## src/rtl/port_rd_frontend.sv

```systemverilog
// rtl/port_rd_frontend.sv - egress read front end: queue scheduler, beat FIFO, packet framing
module port_rd_frontend (
   input  logic        clk,
   input  logic        rst_n,
   input  logic        ready,
   input  logic        wrr_enable,
   input  logic [7:0]  queue_empty,
   output logic        read_enable,
   output logic [2:0]  read_prior,
   input  logic        xfer_data_vld,
   input  logic [15:0] xfer_data,
   input  logic        end_of_packet,
   output logic        xfer_ready,
   output logic        rd_sop,
   output logic        rd_eop,
   output logic        rd_vld,
   output logic [15:0] rd_data
);

   localparam logic [1:0] IDLE = 2'd0;
   localparam logic [1:0] REQ  = 2'd1;
   localparam logic [1:0] SEND = 2'd2;
   localparam logic [1:0] EOP  = 2'd3;

   logic [1:0]  state;
   logic [1:0]  state_nxt;
   logic [2:0]  rnd;
   logic [7:0]  served;
   logic [15:0] fifo_data [16];
   logic [15:0] fifo_last;
   logic [3:0]  wptr;
   logic [3:0]  rptr;
   logic [4:0]  count;
   logic [4:0]  count_nxt;
   logic        last_out;
   logic [7:0]  eligible;
   logic        cand_vld;
   logic [2:0]  cand;
   logic        any_pending;
   logic        take;
   logic        advance_round;
   logic        push;
   logic        pop_en;

   assign any_pending   = ~&queue_empty;
   assign take          = (state == IDLE) && ready && cand_vld;
   assign advance_round = (state == IDLE) && ready && wrr_enable && !cand_vld && any_pending;
   // A full FIFO drops the beat; the SRAM side is expected to honour xfer_ready.
   assign push          = (state == SEND) && xfer_data_vld && (count != 5'd16);
   // Once the last beat has been moved to the output register, stop popping so
   // the EOP cycle follows that beat directly.
   assign pop_en        = (state == SEND) && (count != 5'd0) && !last_out;

   // Scheduler candidate: lowest-index eligible queue (strict or round-limited WRR).
   always_comb begin
      eligible = '0;
      cand     = 3'd0;
      for (int q = 0; q < 8; q++) begin
         if (wrr_enable)
            eligible[q] = !queue_empty[q] && !served[q] && (3'(q) <= (3'd7 - rnd));
         else
            eligible[q] = !queue_empty[q];
      end
      cand_vld = |eligible;
      for (int q = 7; q >= 0; q--) begin
         if (eligible[q])
            cand = 3'(q);
      end
   end

   // Next-state and next-count decode; outputs are registered from these.
   always_comb begin
      state_nxt = state;
      case (state)
         IDLE:    if (take) state_nxt = REQ;
         REQ:     state_nxt = SEND;
         SEND:    if (last_out) state_nxt = EOP;
         default: state_nxt = IDLE;
      endcase
      count_nxt = count;
      if (push && !pop_en)
         count_nxt = count + 5'd1;
      else if (!push && pop_en)
         count_nxt = count - 5'd1;
   end

   // FIFO storage; contents need no reset since count gates every read.
   always_ff @(posedge clk) begin
      if (push) begin
         fifo_data[wptr] <= xfer_data;
         fifo_last[wptr] <= end_of_packet;
      end
   end

   // Control state, scheduler bookkeeping, FIFO pointers and registered outputs.
   always_ff @(posedge clk) begin
      if (!rst_n) begin
         state       <= IDLE;
         rnd         <= 3'd0;
         served      <= 8'd0;
         wptr        <= 4'd0;
         rptr        <= 4'd0;
         count       <= 5'd0;
         last_out    <= 1'b0;
         read_prior  <= 3'd0;
         read_enable <= 1'b0;
         rd_sop      <= 1'b0;
         rd_eop      <= 1'b0;
         rd_vld      <= 1'b0;
         rd_data     <= 16'd0;
         xfer_ready  <= 1'b0;
      end else begin
         state       <= state_nxt;
         count       <= count_nxt;
         read_enable <= (state_nxt == REQ);
         rd_sop      <= (state_nxt == REQ);
         rd_eop      <= (state_nxt == EOP);
         xfer_ready  <= (state_nxt == SEND) && (count_nxt < 5'd14);
         rd_vld      <= pop_en;
         if (take) begin
            read_prior <= cand;
            if (wrr_enable)
               served[cand] <= 1'b1;
         end
         if (advance_round) begin
            rnd    <= rnd + 3'd1;
            served <= 8'd0;
         end
         if (push)
            wptr <= wptr + 4'd1;
         if (pop_en) begin
            rptr    <= rptr + 4'd1;
            rd_data <= fifo_data[rptr];
         end
         if (state_nxt != SEND)
            last_out <= 1'b0;
         else if (pop_en)
            last_out <= fifo_last[rptr];
      end
   end

endmodule

```

## config.mk

```make
export PLATFORM = sky130hd
export DESIGN_NAME = port_rd_frontend
export DESIGN_NICKNAME = d
export VERILOG_FILES = /design/src/rtl/port_rd_frontend.sv
export SDC_FILE = /design/constraint.sdc
export NUM_CORES = 1
export LEC_CHECK = 0
export ABC_CLOCK_PERIOD_IN_PS = 3720
export BUFFER_PORTS_ARGS = -buffer_cell sky130_fd_sc_hd__clkbuf_2
export CAP_MARGIN = 0
export CORE_UTILIZATION = 35
export DETAILED_ROUTE_END_ITERATION = 10
export PLACE_DENSITY = 0.57
export SLEW_MARGIN = 20
export SYNTH_ARGS = -nofsm -noshare
export SYNTH_HDL_FRONTEND = slang
export SYNTH_SLANG_ARGS = --single-unit
```

## constraint.sdc

```tcl
create_clock -name clk -period 3.72 [get_ports clk]
set_input_delay 0.372 -clock clk [delete_from_list [all_inputs] [get_ports clk]]
set_output_delay 0.372 -clock clk [all_outputs]
set_load 0.02 [all_outputs]
```

== Word-level counts from Yosys, hierarchy flattened ==
Memories as Yosys holds them, arrays and structs flattened. A register that Yosys moved wholly into a read port is not among the register bits.
Cells that the tools add are included.

* $add $sub $neg: 6
* $lt $le $gt $ge: 14
* Equality and inequality tests: 7
* Mux-type cells: 30
* Bitwise gates (word level): 2
* Reduce and logical (&&, ||, !) cells: 59

{| class="wikitable"
|+ Operators by type and width
! operator !! number
|-
| logical AND 1 bit || 30
|-
| 2-to-1 mux 3 bit || 8
|-
| zero test 1 bit || 22
|-
| bitwise mux 16 bit || 1
|-
| 2-to-1 mux 1 bit || 13
|-
| <= comparator 3 bit, first input constant || 4
|-
| less-than comparator 4 x 5 -> 1 bit, second input constant || 2
|-
| 2-to-1 mux 5 bit || 2
|-
| adder 4 x 1 -> 4 bit, second input constant || 2
|-
| OR 8 bit || 1
|-
| AND reduction 8 bit || 1
|-
| OR reduction 8 bit || 1
|-
| equality test 2 bit, second input constant || 3
|-
| <= comparator 1 x 3 -> 1 bit, first input constant || 2
|-
| <= comparator 2 x 3 -> 1 bit, first input constant || 2
|-
| one-hot mux 2 bit (3 select lines) || 1
|-
| adder 5 x 1 -> 5 bit, second input constant || 1
|-
| less-than comparator 5 x 4 -> 1 bit, second input constant || 1
|-
| inequality test 5 bit, second input constant || 1
|-
| nonzero test 5 bit || 1
|-
| subtractor 5 x 1 -> 5 bit, second input constant || 1
|-
| binary-select mux 1 bit (select 4 bit) || 1
|-
| demux 1 bit (select 4 bit) || 1
|-
| equality test 2 x 1 -> 1 bit, second input constant || 2
|-
| other kinds (12) || 14
|}

* Bits in registers: 50
* RAM bits: 256
* Input port bits: 30
* Output and inout port bits: 24
* Memories: 1

{| class="wikitable"
|+ Memories
! memory !! depth !! bits a word !! rd ports !! clocked after memory_dff !! write ports !! RTL line !! RTL
|-
| fifo_data || 16 || 16 || 1 || 1 || 1 || 29 || <nowiki>logic [15:0] fifo_data [16];</nowiki>
|}

== Logic depth before layout (Yosys ltp) ==
Gate-level depths: netlist of run 1.

* Depth after elaboration: 17
* Depth in mapped cells: 14
* Gate-level depth less buffers: 12

== Worst setup path after synthesis of run 1 ==
No wires, ideal clock.

* Kind: reg-to-reg
* From: register count[0]
* To: memory fifo_data[3][0], enable pin
* Library setup time: 412 ps
* Data arrival time: 2,670 ps
* Data required time: 3,308 ps
* Setup slack: 638 ps
* Cell stages (with the launch flop): 6
* Path buffers: 0
* Clock period less this slack: 3,082 ps
* Path through: dfxtp_1 > inv_1 > ha_1 > a31oi_1 > nand2_1 > nor3_1

* Longest elaborated chain between the ends: 4

{| class="wikitable"
|+ RTL lines
! item !! RTL line !! RTL
|-
| start, declared || 33 || <nowiki>logic [4:0] count;</nowiki>
|-
| start signal, assigned || 114 || <nowiki>count <= count_nxt;</nowiki>
|-
| inequality test 5 bit || 49 || <nowiki>assign push = (state == SEND) && xfer_data_vld && (count != 5'd16);</nowiki>
|-
| logical AND 1 bit || 49 ||
|-
| named net push || 42 || <nowiki>logic push;</nowiki>
|-
| 2-to-1 mux 1 bit || 89 || <nowiki>if (push) begin</nowiki>
|-
| 2-to-1 mux 1 bit (implied by the code) || 90 || <nowiki>fifo_data[wptr] <= xfer_data;</nowiki>
|-
| end, declared || 29 ||
|}

The timed path passes the listed nets, and every way through them passes these cells.

== Worst setup path in the final report of run 1 ==
* From: register rnd[1]
* To: register rnd[0]

* Longest elaborated chain between the ends: 8
* Elaborated cells on any way between the ends: 29

{| class="wikitable"
|+ RTL lines
! item !! RTL line !! RTL
|-
| start, declared || 27 || <nowiki>logic [2:0] rnd;</nowiki>
|-
| start signal, assigned || 126 || <nowiki>rnd <= rnd + 3'd1;</nowiki>
|-
| subtractor 3 bit * || 60 || <nowiki>eligible[q] = !queue_empty[q] && !served[q] && (3'(q) <= (3'd7 - rnd));</nowiki>
|-
| <= comparator 1 x 3 -> 1 bit (tied with other cells) || 60 ||
|-
| logical AND 1 bit || 60 ||
|-
| 2-to-1 mux 1 bit || 59 || <nowiki>if (wrr_enable)</nowiki>
|-
| OR reduction 8 bit * || 64 || <nowiki>cand_vld = |eligible;</nowiki>
|-
| zero test 1 bit * || 47 || <nowiki>assign advance_round = (state == IDLE) && ready && wrr_enable && !cand_vld && any_pending;</nowiki>
|-
| logical AND 1 bit * (2 in series) || 47 ||
|}

Every way passes the cells marked *; elsewhere a longest branch is shown, timed or not.
A chain may end at the register's enable or synchronous reset.

==> results of run 1 <==
[layout make-up]
type                    instances  area share
well taps                     461      0.0389
flip-flops and latches        322       0.619
clock buffers                  50      0.0678
inverters                      13     0.00329
repair buffers                 80      0.0341
multi-input cells             317       0.228
clock inverters                15     0.00920
[sequential cells by signal, indices dropped and copies added, names as in the netlist, 2 cells and up]
name / cells
fifo_data: 256
fifo_last: 16
rd_data: 16
served: 8
count: 5
rptr: 4
wptr: 4
read_prior: 3
rnd: 3
state: 2
[cell families (layout without fill, tap and decap cells)]
logic type      Yosys count  after routing  synth area share
compound gates           62             62            0.0305
fa+ha+maj                18             18            0.0177
simple gates            136            136            0.0525
buf+inv                  47            158            0.0153
xor+xnor                 10             10           0.00690
flops                   322            322             0.722
mux                      91             91             0.155
[layout by cell type (no fill, tap or decap), types with 5 or more instances in the layout]
cell type | synthesis | routed
sky130_fd_sc_hd__clkinv_1 | 0 | 5
sky130_fd_sc_hd__clkinv_2 | 0 | 5
sky130_fd_sc_hd__mux4_2 | 84 | 84
sky130_fd_sc_hd__nand2_1 | 46 | 46
sky130_fd_sc_hd__and2_1 | 17 | 17
sky130_fd_sc_hd__mux2i_1 | 6 | 6
sky130_fd_sc_hd__xnor2_1 | 9 | 9
sky130_fd_sc_hd__dfxtp_1 | 50 | 48
sky130_fd_sc_hd__buf_4 | 1 | 24
sky130_fd_sc_hd__inv_1 | 12 | 12
sky130_fd_sc_hd__edfxtp_1 | 272 | 272
sky130_fd_sc_hd__clkbuf_1 | 20 | 10
sky130_fd_sc_hd__o21ai_1 | 16 | 16
sky130_fd_sc_hd__ha_1 | 18 | 18
sky130_fd_sc_hd__nor2_1 | 33 | 20
sky130_fd_sc_hd__a21oi_1 | 19 | 19
sky130_fd_sc_hd__clkbuf_16 | 0 | 37
sky130_fd_sc_hd__nor2b_1 | 7 | 7
sky130_fd_sc_hd__clkbuf_2 | 0 | 53
sky130_fd_sc_hd__nor2_2 | 0 | 13
sky130_fd_sc_hd__nor3_1 | 10 | 6
[routing by layer]
metal | vias to the layer above | track usage | wire (µm)
met3 | 41 | 0.0215 | 1170
li1 | 2906 | - | -
met2 | 151 | 0.242 | 12800
met4 | 0 | 0.0418 | 515
met1 | 3387 | 0.216 | 12600
met5 | - | 0 | 0
[power groups by stage]
| stage | Clock, µW | Sequential (µW) | Combinational [µW] |
|---|---|---|---|
| final | 3380 | 3940 | 197 |
| after CTS | 3470 | 3940 | 199 |
| after global routing | 3590 | 3940 | 222 |
| after detailed placement | 0 | 4020 | 198 |
| after global placement | 0 | 4020 | 197 |
| after floorplan | 0 | 4030 | 95.7 |
[how the worst max path moves through the flow]
stage / endpoint / cells past startpoint / startpoint / slack (ns)
5_1_grt: xfer_ready / 13 / count[0] / 0.81
6_report: rnd[0] / 7 / rnd[1] / 1.08
2_1_floorplan: fifo_data[3][0] / 5 / count[0] / 0.64
3_3_place_gp: xfer_ready / 11 / count[0] / 1.09
3_5_place_dp: xfer_ready / 11 / count[0] / 1.07
4_1_cts: xfer_ready / 11 / count[0] / 1.05
[per-stage QoR]
step | std cells | hold slack, ns | total power, µW
after floorplan | 686 | 0.430 | 4120
after global placement | 1193 | 0.440 | 4210
after detailed placement | 1193 | 0.445 | 4210
after CTS | 1258 | 0.206 | 7610
after global routing | 1258 | 0.264 | 7750
final | 1258 | 0.224 | 7520
[synthesized netlist by cell type, types with 6 or more instances]
library cell,number
sky130_fd_sc_hd__nor2b_1,7
sky130_fd_sc_hd__buf_2,11
sky130_fd_sc_hd__ha_1,18
sky130_fd_sc_hd__nor2_1,33
sky130_fd_sc_hd__mux4_2,84
sky130_fd_sc_hd__xnor2_1,9
sky130_fd_sc_hd__nand2_1,46
sky130_fd_sc_hd__edfxtp_1,272
sky130_fd_sc_hd__clkbuf_1,20
sky130_fd_sc_hd__a21oi_1,19
sky130_fd_sc_hd__dfxtp_1,50
sky130_fd_sc_hd__nor3_1,10
sky130_fd_sc_hd__mux2i_1,6
sky130_fd_sc_hd__o21ai_1,16
sky130_fd_sc_hd__and2_1,17
sky130_fd_sc_hd__inv_1,12
[critical path, cell delays in order (launching register included)]
cell and delay [ns]:
sky130_fd_sc_hd__dfxtp_1 0.48, sky130_fd_sc_hd__inv_1 0.12, sky130_fd_sc_hd__ha_1 0.22, sky130_fd_sc_hd__o41ai_2 0.48
sky130_fd_sc_hd__nand2_1 0.19, sky130_fd_sc_hd__or4b_1 0.72, sky130_fd_sc_hd__xnor2_1 0.18, sky130_fd_sc_hd__and2_1 0.16
==> summary.md, run 1 <==
| Metric | Value |
|---|---|
| Proportion of register bits with asynchronous set or reset after synthesis | 0 |
| Overall global routing resource usage | 0.151 |
| I/O pin cnt | 54 |
| Synth Instances | 686 |
| Number of antenna diodes | 0 |
| Leakage | 0.00482 µW |
| Post-Route WL | 27.1 mm |
| CTS H-Tree Depth | 2 |
| Hold bufs inserted after CTS | 0 |
| Startpoint of the most critical hold path | queue_empty[0] |
| RD Place Congestion | 0.816 |
| Clk Latency, worst-skew pair | 0.53 ns |
| Vertical die dimension | 192 µm |
| Period minus WS final | 2.64 ns |
| CTS tree | yes |
| Setup repair after global routing missed its margin | false |
| Cell area after technology mapping | 0.0127 mm² |
| Number of library cell types mapped by synthesis | 48 |
| Crit end category | flip-flop |
| Switching power | 1540 µW |
| Detailed-route vias per instance | 5.16 |
| Skew final | 0.0218 ns |
| Max Buffers Root-to-Sink | 3 |
| Number of iterations in the first detailed-routing pass | 8 |
| Fin nets | 818 |
| First-pass GRT wire length | 41.1 mm |
| Final worst-path setup slack | 1.08 ns |
| FF+latch count, synth | 322 |
| Relative contribution of the clock network to total power | 0.450 |
| Number of enable flip-flop cells after synthesis | 272 |
| Signed area change from the synthesized netlist to the final layout | 16.8% |
| Register-to-Register Setup Slack | 1.08 ns |
| Initial core utilization | 0.356 |
| Via count of the first global-routing pass | 6547 |
| Power density over the cells | 507 mW/mm² |
| Cell chosen for the clock root | sky130_fd_sc_hd__clkbuf_16 |
| Crit path launch type | flip-flop |
| R2R Path End | rnd[0] |
| Worst Max-Slew Pin Slew | 0.807 ns |
| Type of the worst setup path | reg -> reg |
| Worst rel slew slack | 0.462 |
| Cell-internal power | 5980 µW |
| Initial antenna violation count | 0 |
| Detail-routed net length per standard cell | 21.6 µm |
| GRT overflow | 0 |
| Total nets after synthesis | 734 |
| Clock transition at the registers of the reported paths | 0.06 ns |
| Max rail drop VDD | 0.330 mV |
| Synthesis Warnings | 0 |
| Hold-critical path depth | 4 |
| Number of cell rows | 69 |
| Total negative setup slack | 0 ns |
| Util after Layout | 0.416 |
| Endpoints failing hold | 0 |
| Most area-consuming cells after synthesis | sky130_fd_sc_hd__edfxtp_1, sky130_fd_sc_hd__mux4_2, sky130_fd_sc_hd__dfxtp_1 |
| Post-route ant nets | 0 |
| Flip-flop and latch area | 0.00918 mm² |
| Destination of the worst hold path | served[0] |
| Clock net sink count | 322 |
| Post-synthesis cell type with the largest combined area | sky130_fd_sc_hd__edfxtp_1 |
| Arrival @ worst endpoint | 3.05 ns |
| Post-route clock period utilization | 0.710 |
| Achievable clock frequency | 379 MHz |
| Placeable core region | 0.0357 mm² |
| Switching part of the total power | 0.205 |
| Violations in the final reports | DRC |
| Max FO, Critical Path | 8 |
| Ratio of cells with drive above 1 in the final layout | 0.301 |
| Detailed-route via count | 6485 |
| Start of the worst register-to-register path | rnd[1] |
| Power share of the sequential group | 0.524 |
| Post-cts resize count | 0 |
| Area fraction of the dominant cell type after synthesis | 0.644 |
| Largest net degree at the start of global routing | 43 |
| Post-synthesis average cell area | 18.5 µm² |
| Crit path required time | 4.12 ns |
| Final instance area | 0.0148 mm² |
| Path type of the worst min-delay path | in -> reg |
| Post-DP HPWL | 16.6 mm |
| Drt initial violations | 405 |
| Chip Width | 192 µm |
| Count of unresolved DRC violations after routing | 14 |
| Number of buffers inserted during clock tree synthesis | 36 |
| Seq/Total Area, Yosys | 0.722 |
| Max-Cap Viols | 0 |
| Place WS | 1.07 ns |
| Full die area | 0.0370 mm² |
| Pins Over Slew Limit | 0 |
| Count of filler cells inserted in the layout | 3174 |
| Number of failing setup endpoints in the final timing report | 0 |
| Post-synth top flop | sky130_fd_sc_hd__edfxtp_1 |
| Combinational fraction of design power | 0.026 |
| Post-CTS setup buffer count | 0 |
| Port bufs | 53 |
| Post-DP Area | 0.0137 mm² |
| Multi-input combinational cell area | 0.00338 mm² |
| Run status | complete, but fails checks |
| FF-to-FF path depth | 7 |
No activity file was read; power rests on OpenSTA's default activity.
==> inputs of run 2 (changes only) <==
Settings changed: ABC_CLOCK_PERIOD_IN_PS 3720 to 2500.
Clock period 3.72 ns to 2.5 ns, I/O delays scaled along.
==> run 2 against run 1 <==
The flow still finishes with violations (DRC). Critical path depth is 1 higher. Largest power group unchanged. Critical path type unchanged. Sequential share of layout area is 1.1 points lower. Die area stayed put.
==> summary.md, run 2 (synthesis results as in run 1) <==
| Metric | Value |
|---|---|
| Run status | complete, but fails checks |
| Violations in the final reports | DRC |
| First-pass GRT wire length | 41.6 mm (+1.1%) |
| Via count of the first global-routing pass | 6577 (+0.46%) |
| Switching part of the total power | 0.205 (-0.000218) |
| Number of failing setup endpoints in the final timing report | 0 (unchanged) |
| Count of unresolved DRC violations after routing | 20 (+6) |
| RD Place Congestion | 0.867 (+6.2%) |
| Number of buffers inserted during clock tree synthesis | 35 (-2.8%) |
| CTS H-Tree Depth | 2 (unchanged) |
| Power density over the cells | 738 mW/mm² (+46%) |
| Number of flip-flops under the largest register name | 256 (unchanged) |
| Endpoints failing hold | 0 (unchanged) |
| Post-route ant nets | 0 (unchanged) |
| Pins Over Slew Limit | 0 (unchanged) |
| Non-filler instance count after layout | 1285 (+2.1%) |
| Detailed-route vias per instance | 5.06 (-1.8%) |
| Leakage | 0.00496 µW (+2.9%) |
| Routed metal-1 wirelength | 12.8 mm (+1.7%) |
| Crit path launch type | flip-flop |
| Period minus WS final | 2.37 ns (-0.275 ns) |
| GRT overflow | 0 (unchanged) |
| Max-Cap Viols | 0 (unchanged) |
| Skew final | 0.0218 ns (-0.0000162 ns) |
| Worst Max-Slew Pin Slew | 0.596 ns (-0.210 ns) |
| Post-DP HPWL | 17.3 mm (+4.2%) |
| Initial core utilization | 0.356 (unchanged) |
| Combinational fraction of design power | 0.028 (+0.002) |
| Crit end category | flip-flop |
| Power share of the sequential group | 0.526 (+0.002) |
| Chip Width | 192 µm (unchanged) |
| Placeable core region | 0.0357 mm² (unchanged) |
| FF-to-FF path depth | 8 (+1) |
| Final instance area | 0.0151 mm² (+1.8%) |
| Clock transition at the registers of the reported paths | 0.06 ns (about the same) |
| Type of the worst setup path | reg -> reg |
| Post-route clock period utilization | 0.947 (+0.237) |
| Crit path required time | 2.91 ns (-1.21 ns) |
| Top Metal Used | met4 |
| Fin nets | 844 (+3.2%) |
| Detail-routed net length per standard cell | 21.5 µm (-0.44%) |
| Max rail drop VDD | 0.382 mV (+16%) |
| Vertical die dimension | 192 µm (unchanged) |
| Hold-critical path depth | 4 (unchanged) |
| Max Buffers Root-to-Sink | 3 (unchanged) |
| Largest net degree at the start of global routing | 26 (-40%) |
| Relative contribution of the clock network to total power | 0.446 (-0.004) |
| Arrival @ worst endpoint | 2.77 ns (-0.28 ns) |
| Registers with the most flip-flops | fifo_data: 256 flops, fifo_last: 16 flops, rd_data: 16 flops |
| Full die area | 0.0370 mm² (unchanged) |
| Detailed route wirelength on metal2 | 13.1 mm (+2.3%) |
| Commonest non-fill, non-tap cells in the layout | sky130_fd_sc_hd__edfxtp_1, sky130_fd_sc_hd__mux4_2, sky130_fd_sc_hd__clkbuf_2 |
| Overall global routing resource usage | 0.154 (+0.00248) |
| Post-DP Area | 0.0140 mm² (+2.0%) |
| Cell chosen for the clock root | sky130_fd_sc_hd__clkbuf_16 |
| Post-CTS setup buffer count | 0 (unchanged) |
| Register containing the most flip-flops in the final layout | fifo_data |
| CTS tree | yes |
| Path type of the worst min-delay path | in -> reg |
| Cell-internal power | 8860 µW (+48%) |
| I/O pin cnt | 54 (unchanged) |
| Initial antenna violation count | 0 (unchanged) |
| Post-Route WL | 27.6 mm (+1.7%) |
| Drt initial violations | 484 (+20%) |
| Detailed-route via count | 6505 (+0.31%) |
| Port bufs | 53 (unchanged) |
| Signed area change from the synthesized netlist to the final layout | 19.0% |
| Max FO, Critical Path | 6 (-2) |
| Number of placed cells counting well taps | 1220 (+2.3%) |
| Ratio of cells with drive above 1 in the final layout | 0.333 (+0.0318) |
| Switching power | 2280 µW (+48%) |
| Clock net sink count | 322 (unchanged) |
| Achievable clock frequency | 422 MHz (+12%) |
| Number of iterations in the first detailed-routing pass | 8 (unchanged) |
| Clk Latency, worst-skew pair | 0.52 ns (about the same) |
| Most common library cell in the layout ignoring fill and taps | sky130_fd_sc_hd__edfxtp_1 |
| Met3 wire length | 1.21 mm (+2.9%) |
| Util after Layout | 0.423 (+0.00751) |
| Number of cell rows | 69 (unchanged) |
| Worst rel slew slack | 0.602 (+0.140) |
-- run 2: cell count changes in the layout (fill, tap and decap cells not counted), sizes merged --
cell,delta
buf,+27
clkinvlp,-1
inv,+2
clkinv,-2
diode,+1
-- run 2: worst paths after layout --
check	startpoint	end	slack, ns
max	rnd[0]	rnd[0]	0.13
min	queue_empty[0]	served[0]	0.09
min reg2reg	rd_data[3]	rd_data[3]	0.45
max reg2reg	rnd[0]	rnd[0]	0.13
-- run 2: cell type report --
type / count / area (µm²)
repair buffers: 107 / 758
clock buffers: 50 / 993
inverters: 13 / 48.8
multi-input cells: 317 / 3420
fillers: 3140 / 20600
flip-flops and latches: 322 / 9180
well taps: 461 / 577
clock inverters: 14 / 116
diodes: 1 / 2.50
-- run 2: power groups by stage --
stage / logic, µW / registers, µW / clock network [µW]
floorplan: 143 / 5990 / 0
finish: 307 / 5860 / 4970
global placement: 304 / 5970 / 0
CTS: 308 / 5860 / 5100
global route: 341 / 5860 / 5310
detailed placement: 307 / 5980 / 0
-- run 2: per-stage QoR --
step | setup WS, ns | total power, µW | hold WS (ns) | setup TNS (ns)
floorplan | -0.134 | 6130 | 0.349 | -21.03
global placement | 0.0292 | 6280 | 0.435 | 0
detailed placement | 0.0170 | 6280 | 0.440 | 0
CTS | 0.0109 | 11300 | 0.0729 | 0
global route | -0.00579 | 11500 | 0.114 | -0.00579
finish | 0.133 | 11100 | 0.0925 | 0
-- run 2: what timing repair did --
action / in CTS / in global routing
endpoints found under the setup margin: 0 / 11
hold buffers: 0 / 0
hold endpoints to repair: 0 / 0
gates resized for setup: 0 / 4
-- run 2: routing by layer --
metal	vias up	GRT usage
met5	-	0
met4	0	0.0376
met3	36	0.0245
met2	149	0.247
met1	3373	0.219
li1	2947	-
-- run 2: critical path, cell delays in order, from the launching register on --
cell and delay [ns]:
sky130_fd_sc_hd__dfxtp_1 0.41, sky130_fd_sc_hd__inv_1 0.07, sky130_fd_sc_hd__ha_1 0.18, sky130_fd_sc_hd__or3b_1 0.18
sky130_fd_sc_hd__a21oi_1 0.09, sky130_fd_sc_hd__or4_1 0.48, sky130_fd_sc_hd__or4b_4 0.56, sky130_fd_sc_hd__xnor2_1 0.14
sky130_fd_sc_hd__and2_1 0.15
